$ cat src/rtl/micro_ondas_pkg.sv
// Shared types and constants for the microwave oven controller.
package micro_ondas_pkg;

  typedef enum logic [1:0] {
    IDLE  = 2'd0,
    COOK  = 2'd1,
    PAUSE = 2'd2,
    DONE  = 2'd3
  } state_t;

  localparam logic [3:0] MAX_POWER = 4'd10;
  localparam logic [9:0] KEY_NONE  = 10'd0;

  // Index of the set bit of a one-hot keypad vector.
  function automatic logic [3:0] key_value(input logic [9:0] keys);
    logic [3:0] v;
    v = 4'd0;
    for (int i = 0; i < 10; i++) begin
      if (keys[i]) v = 4'(i);
    end
    return v;
  endfunction

endpackage

$ cat src/rtl/bcd_down_counter.sv
// NDIG-digit BCD time register: clear, shift-in of a new digit, and a
// one-second decrement where seconds-tens wraps to 5 and all others to 9.
module bcd_down_counter #(
  parameter int NDIG = 4
) (
  input  logic                clock,
  input  logic                resetn,
  input  logic                clr,
  input  logic                shift,
  input  logic [3:0]          shift_digit,
  input  logic                dec,
  output logic [4*NDIG-1:0]   value,
  output logic                zero,
  output logic                one
);

  logic [4*NDIG-1:0] digits_reg;
  logic [4*NDIG-1:0] digits_next;
  logic [4*NDIG-1:0] dec_value;
  logic [NDIG-1:0]   borrow;

  assign borrow[0] = 1'b1;

  generate
    for (genvar gi = 0; gi < NDIG; gi++) begin : g_digit
      localparam logic [3:0] WRAP = (gi == 1) ? 4'd5 : 4'd9;
      logic [3:0] d;
      assign d = digits_reg[4*gi +: 4];
      assign dec_value[4*gi +: 4] = !borrow[gi] ? d :
                                    (d == 4'd0) ? WRAP : d - 4'd1;
      if (gi < NDIG - 1) begin : g_borrow
        assign borrow[gi+1] = borrow[gi] & (d == 4'd0);
      end
    end
  endgenerate

  always_comb begin
    digits_next = digits_reg;
    if (clr)
      digits_next = '0;
    else if (shift)
      digits_next = {digits_reg[4*NDIG-5:0], shift_digit};
    else if (dec)
      digits_next = dec_value;
  end

  always_ff @(posedge clock) begin
    if (!resetn)
      digits_reg <= '0;
    else
      digits_reg <= digits_next;
  end

  assign value = digits_reg;
  assign zero  = (digits_reg == '0);
  assign one   = (digits_reg == (4*NDIG)'(1));

endmodule

$ cat src/rtl/micro_ondas_ctrl.sv
// Microwave oven controller: keypad time entry, BCD countdown with pause,
// door interlock and magnetron duty cycling over a POWER_PERIOD window.
module micro_ondas_ctrl #(
  parameter int CLK_HZ       = 50_000_000,
  parameter int NDIG         = 4,
  parameter int POWER_PERIOD = 10
) (
  input  logic              clock,
  input  logic              resetn,
  input  logic [9:0]        keypad,
  input  logic              startn,
  input  logic              stopn,
  input  logic              clearn,
  input  logic              door_closed,
  input  logic [3:0]        power_level,
  output logic [4*NDIG-1:0] digits,
  output logic              mag_on,
  output logic [1:0]        state,
  output logic              done
);
  import micro_ondas_pkg::*;

  localparam int PW  = $clog2(CLK_HZ);
  localparam int PHW = (POWER_PERIOD > 1) ? $clog2(POWER_PERIOD) : 1;
  localparam logic [PW-1:0]  PRE_MAX   = PW'(CLK_HZ - 1);
  localparam logic [PHW-1:0] PHASE_MAX = PHW'(POWER_PERIOD - 1);

  state_t         state_reg, state_next;
  logic [PW-1:0]  pre_reg, pre_next;
  logic [PHW-1:0] phase_reg, phase_next;
  logic [3:0]     power_reg, power_next;
  logic           startn_reg, stopn_reg, clearn_reg;
  logic [9:0]     key_reg;

  logic start_press, stop_press, clear_press, key_press;
  logic cnt_clr, cnt_shift, tick, cnt_zero, cnt_one;

  assign start_press = !startn && startn_reg;
  assign stop_press  = !stopn && stopn_reg;
  assign clear_press = !clearn && clearn_reg;
  assign key_press   = $onehot(keypad) && (key_reg == KEY_NONE);

  always_comb begin
    state_next = state_reg;
    pre_next   = pre_reg;
    phase_next = phase_reg;
    power_next = power_reg;
    cnt_clr    = 1'b0;
    cnt_shift  = 1'b0;
    tick       = 1'b0;
    if (clear_press) begin
      state_next = IDLE;
      cnt_clr    = 1'b1;
    end else begin
      case (state_reg)
        IDLE: begin
          if (stop_press) begin
            cnt_clr = 1'b1;
          end else if (start_press) begin
            if (door_closed && !cnt_zero) begin
              state_next = COOK;
              pre_next   = '0;
              phase_next = '0;
              power_next = (power_level == 4'd0 || power_level > MAX_POWER) ?
                           MAX_POWER : power_level;
            end
          end else if (key_press) begin
            cnt_shift = 1'b1;
          end
        end
        COOK: begin
          // Opening the door or stopping freezes the prescaler mid-second.
          if (!door_closed || stop_press) begin
            state_next = PAUSE;
          end else begin
            tick     = (pre_reg == PRE_MAX);
            pre_next = tick ? '0 : pre_reg + 1'b1;
            if (tick) begin
              phase_next = (phase_reg == PHASE_MAX) ? '0 : phase_reg + 1'b1;
              if (cnt_one) state_next = DONE;
            end
          end
        end
        PAUSE: begin
          if (stop_press) begin
            state_next = IDLE;
            cnt_clr    = 1'b1;
          end else if (start_press && door_closed) begin
            state_next = COOK;
          end
        end
        DONE: begin
          if (key_press || stop_press || !door_closed) state_next = IDLE;
        end
        default: state_next = IDLE;
      endcase
    end
  end

  always_ff @(posedge clock) begin
    if (!resetn) begin
      state_reg  <= IDLE;
      pre_reg    <= '0;
      phase_reg  <= '0;
      power_reg  <= MAX_POWER;
      startn_reg <= 1'b1;
      stopn_reg  <= 1'b1;
      clearn_reg <= 1'b1;
      key_reg    <= KEY_NONE;
    end else begin
      state_reg  <= state_next;
      pre_reg    <= pre_next;
      phase_reg  <= phase_next;
      power_reg  <= power_next;
      startn_reg <= startn;
      stopn_reg  <= stopn;
      clearn_reg <= clearn;
      key_reg    <= keypad;
    end
  end

  bcd_down_counter #(.NDIG(NDIG)) u_counter (
    .clock       (clock),
    .resetn      (resetn),
    .clr         (cnt_clr),
    .shift       (cnt_shift),
    .shift_digit (key_value(keypad)),
    .dec         (tick),
    .value       (digits),
    .zero        (cnt_zero),
    .one         (cnt_one)
  );

  assign mag_on = (state_reg == COOK) && door_closed &&
                  (32'(phase_reg) < 32'(power_reg));
  assign state  = state_reg;
  assign done   = (state_reg == DONE);

endmodule
$ cat config.mk
export PLATFORM = sky130hd
export DESIGN_NAME = micro_ondas_ctrl
export DESIGN_NICKNAME = d
export VERILOG_FILES = /design/src/rtl/micro_ondas_pkg.sv /design/src/rtl/bcd_down_counter.sv /design/src/rtl/micro_ondas_ctrl.sv
export SDC_FILE = /design/constraint.sdc
export NUM_CORES = 1
export LEC_CHECK = 0
export ABC_AREA = 0
export CAP_MARGIN = 20
export CORE_AREA = 4 4 89 91
export CTS_BUF_LIST = sky130_fd_sc_hd__clkbuf_16
export DETAILED_ROUTE_END_ITERATION = 6
export DIE_AREA = 0 0 93 95
export PLACE_DENSITY = 0.83
export SLEW_MARGIN = 20
export SYNTH_ARGS = -nofsm -noshare
export SYNTH_HDL_FRONTEND = slang
export SYNTH_SLANG_ARGS = --single-unit
$ cat constraint.sdc
create_clock -name clock -period 4.9 [get_ports clock]
set_input_delay 0.98 -clock clock [delete_from_list [all_inputs] [get_ports clock]]
set_output_delay 0.98 -clock clock [all_outputs]
set_load 0.01 [all_outputs]
==> results of run 1 <==
## per-layer routing
layer | up-vias | share of wire, %
met3 | 20 | 6.9
met1 | 1601 | 42
met5 | - | 0
met4 | 0 | 2.3
li1 | 1619 | -
met2 | 132 | 49
## path summary, 6_finish.rpt
check / start / to / slack, ns
worst max register to register: pre_reg[10] / pre_reg[9] / 2.21
worst min register to register: power_reg[0] / power_reg[0] / 0.46
worst max-delay path: keypad[3] / u_counter.value[7] / 0.33
worst min-delay path: power_reg[0] / power_reg[0] / 0.46
## metrics by stage
stage               setup WS, ns  power, W
finish                     0.329   0.00135
detailed placement        -0.480  0.000678
CTS                      0.00401   0.00134
global placement          -0.270  0.000673
global route               0.114   0.00140
floorplan                  0.247  0.000627
## tightest hold or removal path, stage by stage, from the launching register on
cell     delay (ns)
dfxtp_1        0.31
nand2_1        0.05
a21oi_1        0.05
## layout make-up
type                    count  area share [%]
multi-input cells         326            48.0
clock buffers               9            5.04
clock inverters             7            1.91
diodes                      1          0.0561
well taps                  99            2.77
repair buffers             52            11.4
flip-flops and latches     65            29.1
inverters                  19            1.60
## layout by cell type (no fill, tap or decap), types with 6 or more instances in the layout
cell,count
fa_1,6
nand3_1,15
nor4_1,14
and2_1,13
inv_1,19
nor2_1,56
o21ai_1,6
o21ai_0,15
ha_1,7
nand4_1,8
clkdlybuf4s50_1,33
nand2b_1,11
nand2_1,26
a21oi_1,23
buf_4,12
dfxtp_1,65
mux2i_1,6
clkbuf_16,9
xnor2_1,24
dlymetal6s2s_1,6
nor3_1,22
## cell families after synthesis
logic type / Yosys count / synth area share, %
flip-flops: 65 / 36.5
AND/OR/NAND/NOR: 205 / 31.2
XOR/XNOR: 28 / 6.87
adder cells (fa/ha/maj): 14 / 6.17
buffers and inverters: 40 / 4.66
multiplexers: 6 / 1.68
AO/OA/AOI/OAI: 73 / 12.9
## power groups by stage
| stage | clock, W | sequential [W] | combinational, W |
|---|---|---|---|
| after global routing | 0.000692 | 0.000540 | 0.000164 |
| final | 0.000663 | 0.000540 | 0.000147 |
| after global placement | 0 | 0.000550 | 0.000122 |
| after floorplan | 0 | 0.000549 | 0.0000786 |
| after detailed placement | 0 | 0.000550 | 0.000127 |
| after CTS | 0.000670 | 0.000539 | 0.000136 |
## what timing repair did
item | 4_1_cts | 5_1_grt
endpoints found under the setup margin | 13 | 18
resized for setup | 4 | 19
pin swaps | 1 | 5
buffers inserted | 0 | 0
hold buffers | 0 | 0
==> metrics.yaml, run 1 <==
setup_repair_after_global_routing_missed_its_margin: "no"
kind_of_critical_path: "input port to register"
number_of_antenna_violations_at_the_first_check_in_global_routing: 1
grt_pass1_vias: 3173
worst_path_largest_cell_delay_ns: 0.56
groute.usage.overall_pct: 20.7
leakage_nw: 1.63
tns_ns: 0
peakVddDrop_mv: 0.162
yosys-top-cells-count: "dfxtp_1, nor2_1, nand2_1"
yosys_warnings: 0
numCtsBuffers: 9
fmax_mhz: 219
syn_avg_cell_area_um2: 8.28
tightestPinTransition_ns: 0.984
final.period_utilization_pct: 93.3
power_density_mw_per_mm2: 302
netlist_instances: 431
ys_ff_latch: 65
share_seq_of_total_power_pct: 40.0
ioPinCount: 40
worst_skew_pair.late_latency_ns: 0.33
cell_internal_pwr_w: 0.00104
post_drt_wl_per_cell_um: 15.2
path_max_fanout: 4
grt_max_degree: 25
synth_edf_count: 0
synth_async_sr_flop_share_pct: 0
place_area_mm2: 0.00409
placed_cells: 561
syn_area_mm2: 0.00357
gr-max-usage-layer: "met2"
fin_crit_ns: 4.57
floorplan.initialDensity_pct: 50.0
net-switching-power_w: 0.000307
clock_power_share_pct: 49.1
buffer_ports.inserted: 39
cts-htree-levels: 3
synth_top_area_share_pct: 36.5
cpMostUsedCell: "fa_1"
routed-via-count: 3372
cts_sinks: 65
fin_max_slew_vios: 0
yosys_most_used_dff: "dfxtp_1"
place_hpwl_mm: 6.22
gr-usage-met1_pct: 26.0
crit_cells: 15
path_delay_family: "adder cells"
yosysSeqAreaShare_pct: 36.5
initialDrtViolationCount: 162
finalNonFillerCells: 578
grt_overflow_total: 0
drv_cap: 0
cts_tree: "built"
switching_share_pct: 22.7
die_w_um: 93
worstHoldPathType: "register to register"
syn2layout_area_growth_pct: 25.1
max-clock-path-buffers: 2
status: "finished, final reports clean"
grt_first_pass_wirelength_mm: 14.7
dieHeight_um: 95
fillerInstances: 609
layout_cells_sized_above_1_pct: 9.62
area_of_the_core_region_mm2: 0.00714
post-synth-top-area-cell: "dfxtp_1"
largest_reg_flops: 26
final.setup_skew_ns: 0.00479
share_comb_of_total_power_pct: 10.9
crit_path_end_kind: "register"
worstSetupStartpointType: "input port"
hold-path-cell-count: 2
final_core_util_pct: 62.6
grt_use_met3_pct: 3.82
gpl.final_weighted_congestion: 0.918
post_drt_via_cell_ratio: 5.83
timing_hold_violations_final: 0
globalRouteMet2Util_pct: 35.6
clock_transition_at_the_registers_of_the_reported_paths_ns: 0.05
ff2ff_path_depth: 7
residual_drc: 0
ant_nets: 0
crit_required_ns: 5.10
hold_ws_ns: 0.460
finish.net_count: 507
synthDistinctLibCells: 55
routed_wirelength_mm: 8.77
cp_cell_sequence: "dlymetal6s2s_1, fa_1, fa_1, inv_1, fa_1, inv_1, ha_2, inv_1, fa_1, nor4b_4, o2111ai_2, or4_4, buf_4, o311ai_0, a21oi_1"
timing.critical_path.slowest_stage_cell: "or4_4"
root_buf_cell: "clkbuf_16"
core.rowCount: 31
slew_headroom_pct: 33.8
fin_area_mm2: 0.00446
floorplan.die_area_mm2: 0.00884
synth.top_cells.by_area: "dfxtp_1, nor2_1, xnor2_1, fa_1, a21oi_1"
multiInputGateArea_mm2: 0.00214
dr.pass1.iters: 5
synthMostInstantiatedCell: "dfxtp_1"
timing.critical_path.buf_inv: 5
report.final.setup_viol: 0
cp_data_arrival_time_ns: 4.77
mappedNetlistNets: 465
sequential_cell_area_mm2: 0.00130
No activity file was read; power rests on OpenSTA's default activity.
==> run 2, diff against run 1 <==
--- a/config.mk
+++ b/config.mk
@@ -6,12 +6,11 @@
 export NUM_CORES = 1
 export LEC_CHECK = 0
 export ABC_AREA = 0
-export CAP_MARGIN = 20
-export CORE_AREA = 4 4 89 91
+export CORE_AREA = 4 4 131 102
 export CTS_BUF_LIST = sky130_fd_sc_hd__clkbuf_16
 export DETAILED_ROUTE_END_ITERATION = 6
-export DIE_AREA = 0 0 93 95
-export PLACE_DENSITY = 0.83
+export DIE_AREA = 0 0 135 106
+export PLACE_DENSITY = 0.57
 export SLEW_MARGIN = 20
 export SYNTH_ARGS = -nofsm -noshare
 export SYNTH_HDL_FRONTEND = slang
==> metrics.yaml, run 2 (same netlist as run 1, synthesis figures left out) <==
hold_buffers: 0
timing_hold_violations_final: 0
placed_cells: 626
leakage_nw: 1.58
design_power_total_w: 0.00125
area_of_the_core_region_mm2: 0.0120
peakVddDrop_mv: 0.165
report.final.setup_viol: 0
status: "finished, final reports clean"
residual_drc: 0
mostFrequentLayoutCells: "dfxtp_1, nor2_1, clkdlybuf4s50_1, nand2_1, xnor2_1"
fmax_mhz: 212
ff2ff_path_depth: 8
worst_skew_pair.late_latency_ns: 0.33
grt_first_pass_wirelength_mm: 15.2
antennaDiodeCount: 0
crit_path_end_kind: "register"
grt_pass1_vias: 3034
grt_overflow_total: 0
post_drt_wl_per_cell_um: 13.9
final.setup_skew_ns: 0.00462
ioPinCount: 40
routed_wirelength_mm: 8.94
slew_headroom_pct: 41.6
core.rowCount: 35
groute.usage.overall_pct: 13.1
syn2layout_area_growth_pct: 25.5
largest_reg_flops: 26
number_of_antenna_violations_at_the_first_check_in_global_routing: 0
cp_data_arrival_time_ns: 4.94
sequential_cell_area_mm2: 0.00130
post_cts_setup_bufs: 0
gpl.final_weighted_congestion: 0.788
rrSetupSlack_ns: 2.14
cts-htree-levels: 3
layout_cells_sized_above_1_pct: 8.40
worstSetupStartpointType: "input port"
preCtsSetupSlack_ns: -0.498
worst_r2r_endpoint: "pre_reg[17]"
initialDrtViolationCount: 170
post_drt_via_cell_ratio: 4.93
multiInputGateArea_mm2: 0.00216
path_max_fanout: 4
die_w_um: 135
final.period_utilization_pct: 96.4
hold-path-cell-count: 2
floorplan.initialDensity_pct: 29.6
root_buf_cell: "clkbuf_16"
kind_of_critical_path: "input port to register"
ant_nets: 0
max-clock-path-buffers: 2
holdCritStartpoint: "power_reg[0]"
dieHeight_um: 106
cts_tree: "built"
fin_crit_ns: 4.72
floorplan.die_area_mm2: 0.0143
worstHoldPathType: "register to register"
power_density_mw_per_mm2: 280
dr.pass1.iters: 4
tns_ns: 0
drv_cap: 0
fillerInstances: 1243
fin_max_slew_vios: 0
tightestPinTransition_ns: 0.868
finish.net_count: 505
most_frequent_standard_cell_in_the_layout_excluding_fill_and_tap_cells: "dfxtp_1"
finalNonFillerCells: 642
worst_hold_endpoint: "power_reg[0]"
cts_sinks: 65
crit_required_ns: 5.12
numCtsBuffers: 9
place_hpwl_mm: 6.53
buffer_ports.inserted: 39
routed-via-count: 3163
critical_path.reg2reg.startpoint: "pre_reg[0]"
setup_repair_after_global_routing_missed_its_margin: "no"
finalWorstSetupSlack_ns: 0.177
clock_transition_at_the_registers_of_the_reported_paths_ns: 0.05
grt_max_degree: 25
-- run 2: changes by cell type in the layout (fill, tap and decap cells not counted), sizes merged --
| cell | previous run | this run |
|---|---|---|
| clkinv | 4 | 7 |
| buf | 13 | 11 |
| bufinv | 2 | 0 |
| dlygate4sd2 | 0 | 2 |
| dlymetal6s2s | 6 | 4 |
| clkinvlp | 1 | 0 |
| diode | 1 | 0 |
-- run 2: through the flow --
stage / hold WS, ns / util [%] / cell area [um^2]
final: 0.451 / 37.2 / 4480
after global routing: 0.498 / 37.2 / 4480
after CTS: 0.457 / 37.0 / 4460
after detailed placement: 0.452 / 34.5 / 4150
after global placement: 0.446 / 34.5 / 4150
after floorplan: 0.432 / - / 3570
-- run 2: layer usage --
layer,global-route usage (%),part of all wire [%],up-vias
li1,-,-,1613
met1,19.1,53,1492
met2,18.3,41,47
met3,3.88,4.2,11
met4,4.82,1.8,0
met5,0,0,-
-- run 2: how the worst max path moves through the flow --
stage / start / to / cells past startpoint
after CTS: keypad[0] / u_counter.value[11] / 16
final: keypad[5] / u_counter.value[11] / 16
after global placement: keypad[3] / u_counter.value[11] / 16
after floorplan: keypad[0] / u_counter.value[2] / 15
after global routing: keypad[3] / u_counter.value[11] / 16
after detailed placement: keypad[5] / u_counter.value[3] / 15
-- run 2: power breakdown --
part	switching (W)	leakage, nW	internal [W]
sequential	0.00000433	0.527	0.000536
clock	0.000225	0.124	0.000330
combinational	0.0000840	0.926	0.0000758
total	0.000313	1.58	0.000942
-- run 2: final cells by class --
cell class / instances / area share (%)
Clock buffer: 9 / 5.03
Clock inverter: 7 / 0.615
Inverter: 19 / 1.59
Multi-Input combinational cell: 326 / 48.2
Sequential cell: 65 / 29.1
Tap cell: 166 / 4.64
Timing Repair Buffer: 50 / 10.8
-- run 2: critical path, stage by stage --
cell and delay [ns]:
dlygate4sd2_1 0.28, fa_1 0.51, fa_1 0.49, inv_1 0.05, fa_1 0.45, inv_2 0.08, ha_4 0.14, inv_1 0.05
fa_2 0.51, nor4b_4 0.19, o2111ai_2 0.18, or4_4 0.57, buf_4 0.16, o21a_1 0.09, o21ai_1 0.13, a31oi_1 0.08
-- run 2: repair_timing --
action | in CTS | in global routing
endpoints found under the hold margin | 0 | 0
pin swaps | 2 | 3
gates resized for setup | 12 | 8
setup endpoints to repair | 16 | 13
cloned | 0 | 0
==> run 3, diff against run 2 <==
--- a/config.mk
+++ b/config.mk
@@ -7,10 +7,11 @@
 export LEC_CHECK = 0
 export ABC_AREA = 0
 export CORE_AREA = 4 4 131 102
-export CTS_BUF_LIST = sky130_fd_sc_hd__clkbuf_16
+export CTS_BUF_LIST = sky130_fd_sc_hd__clkbuf_8
 export DETAILED_ROUTE_END_ITERATION = 6
 export DIE_AREA = 0 0 135 106
 export PLACE_DENSITY = 0.57
+export SKIP_CTS_REPAIR_TIMING = 1
 export SLEW_MARGIN = 20
 export SYNTH_ARGS = -nofsm -noshare
 export SYNTH_HDL_FRONTEND = slang
==> metrics.yaml, run 3 (same netlist as run 1, synthesis figures left out) <==
gpl.final_weighted_congestion: 0.788
ioPinCount: 40
hold_ws_ns: 0.453
buffer_ports.inserted: 39
routed-via-count: 3170
finalWorstSetupSlack_ns: 0.314
preCtsSetupSlack_ns: -0.498
die_w_um: 135
grt_first_pass_wirelength_mm: 15.1
fin_max_slew_vios: 0
final.setup_skew_ns: 0.00739
tightestPinTransition_ns: 0.896
fmax_mhz: 218
cts_tree: "built"
floorplan.initialDensity_pct: 29.6
worstSetupStartpointType: "input port"
grt_max_degree: 25
post_drt_wl_per_cell_um: 13.9
initialDrtViolationCount: 180
power_density_mw_per_mm2: 264
cts_sinks: 65
cts-htree-levels: 3
ant_nets: 0
setup_repair_after_global_routing_missed_its_margin: "no"
drv_cap: 0
tns_ns: 0
kind_of_critical_path: "input port to register"
worstHoldPathType: "register to register"
report.final.setup_viol: 0
largest_reg_flops: 26
dr.pass1.iters: 4
floorplan.die_area_mm2: 0.0143
groute.usage.overall_pct: 13.1
fin_crit_ns: 4.59
finish.net_count: 505
root_buf_cell: "clkbuf_8"
fin_area_mm2: 0.00445
antennaDiodeCount: 0
post_drt_via_cell_ratio: 4.94
core.rowCount: 35
crit_required_ns: 5.15
layout_cells_sized_above_1_pct: 10.1
design_power_total_w: 0.00117
leakage_nw: 1.58
numCtsBuffers: 9
grt_overflow_total: 0
timing_hold_violations_final: 0
syn2layout_area_growth_pct: 24.8
grt_pass1_vias: 3041
place_hpwl_mm: 6.53
path_max_fanout: 3
peakVddDrop_mv: 0.107
residual_drc: 0
clock_transition_at_the_registers_of_the_reported_paths_ns: 0.07
dieHeight_um: 106
mostFrequentLayoutCells: "dfxtp_1, nor2_1, clkdlybuf4s50_1, nand2_1, xnor2_1"
crit_path_end_kind: "register"
routed_wirelength_mm: 8.94
slew_headroom_pct: 39.7
final.period_utilization_pct: 93.6
cp_data_arrival_time_ns: 4.83
number_of_antenna_violations_at_the_first_check_in_global_routing: 0
max-clock-path-buffers: 2
area_of_the_core_region_mm2: 0.0120
place_area_mm2: 0.00415
worst_skew_pair.late_latency_ns: 0.35
fillerInstances: 1243
most_frequent_standard_cell_in_the_layout_excluding_fill_and_tap_cells: "dfxtp_1"
status: "finished, final reports clean"
run 3: final cells by class:
| class | count | area [um^2] | share of cell area [%] |
|---|---|---|---|
| well taps | 166 | 208 | 4.66 |
| repair buffers | 50 | 492 | 11.0 |
| clock buffers | 15 | 206 | 4.64 |
| flip-flops and latches | 65 | 1300 | 29.2 |
| clock inverters | 1 | 5.00 | 0.112 |
| inverters | 19 | 71.3 | 1.60 |
| multi-input cells | 326 | 2170 | 48.7 |
run 3: critical path: stages:
cell,delay (ns)
dlymetal6s2s_1,0.16
fa_1,0.51
fa_1,0.52
inv_1,0.05
fa_1,0.44
inv_2,0.08
ha_4,0.14
inv_1,0.05
fa_2,0.51
nor4b_4,0.19
o2111ai_2,0.18
or4_4,0.57
buf_4,0.16
o21a_1,0.09
o21ai_1,0.12
a31oi_1,0.08
run 3: final timing paths:
check             slack (ns)    startpoint                  end  cells past startpoint
hold / removal          0.45  power_reg[0]         power_reg[0]                      2
setup reg to reg        2.13    pre_reg[0]          pre_reg[17]                      8
hold reg to reg         0.45  power_reg[0]         power_reg[0]                      2
setup / recovery        0.31     keypad[3]  u_counter.value[11]                     16
run 3: per-stage QoR:
step | std cells | util, %
finish | 642 | 37.0
global route | 642 | 37.0
CTS | 642 | 36.2
detailed placement | 626 | 34.5
global placement | 626 | 34.5
floorplan | 431 | -
run 3: layer usage:
layer	share of wire (%)	track usage, %	vias to the layer above
met5	0	0	-
met4	1.7	5.25	0
met3	4.5	3.60	11
met2	42	18.2	67
met1	52	18.9	1474
li1	-	-	1618
run 3: where the power goes:
part | internal, W | leakage (nW) | switching (W) | total [W]
clock | 0.000266 | 0.112 | 0.000207 | 0.000473
sequential | 0.000535 | 0.527 | 0.00000437 | 0.000539
combinational | 0.0000765 | 0.943 | 0.0000851 | 0.000162
total | 0.000877 | 1.58 | 0.000296 | 0.00117
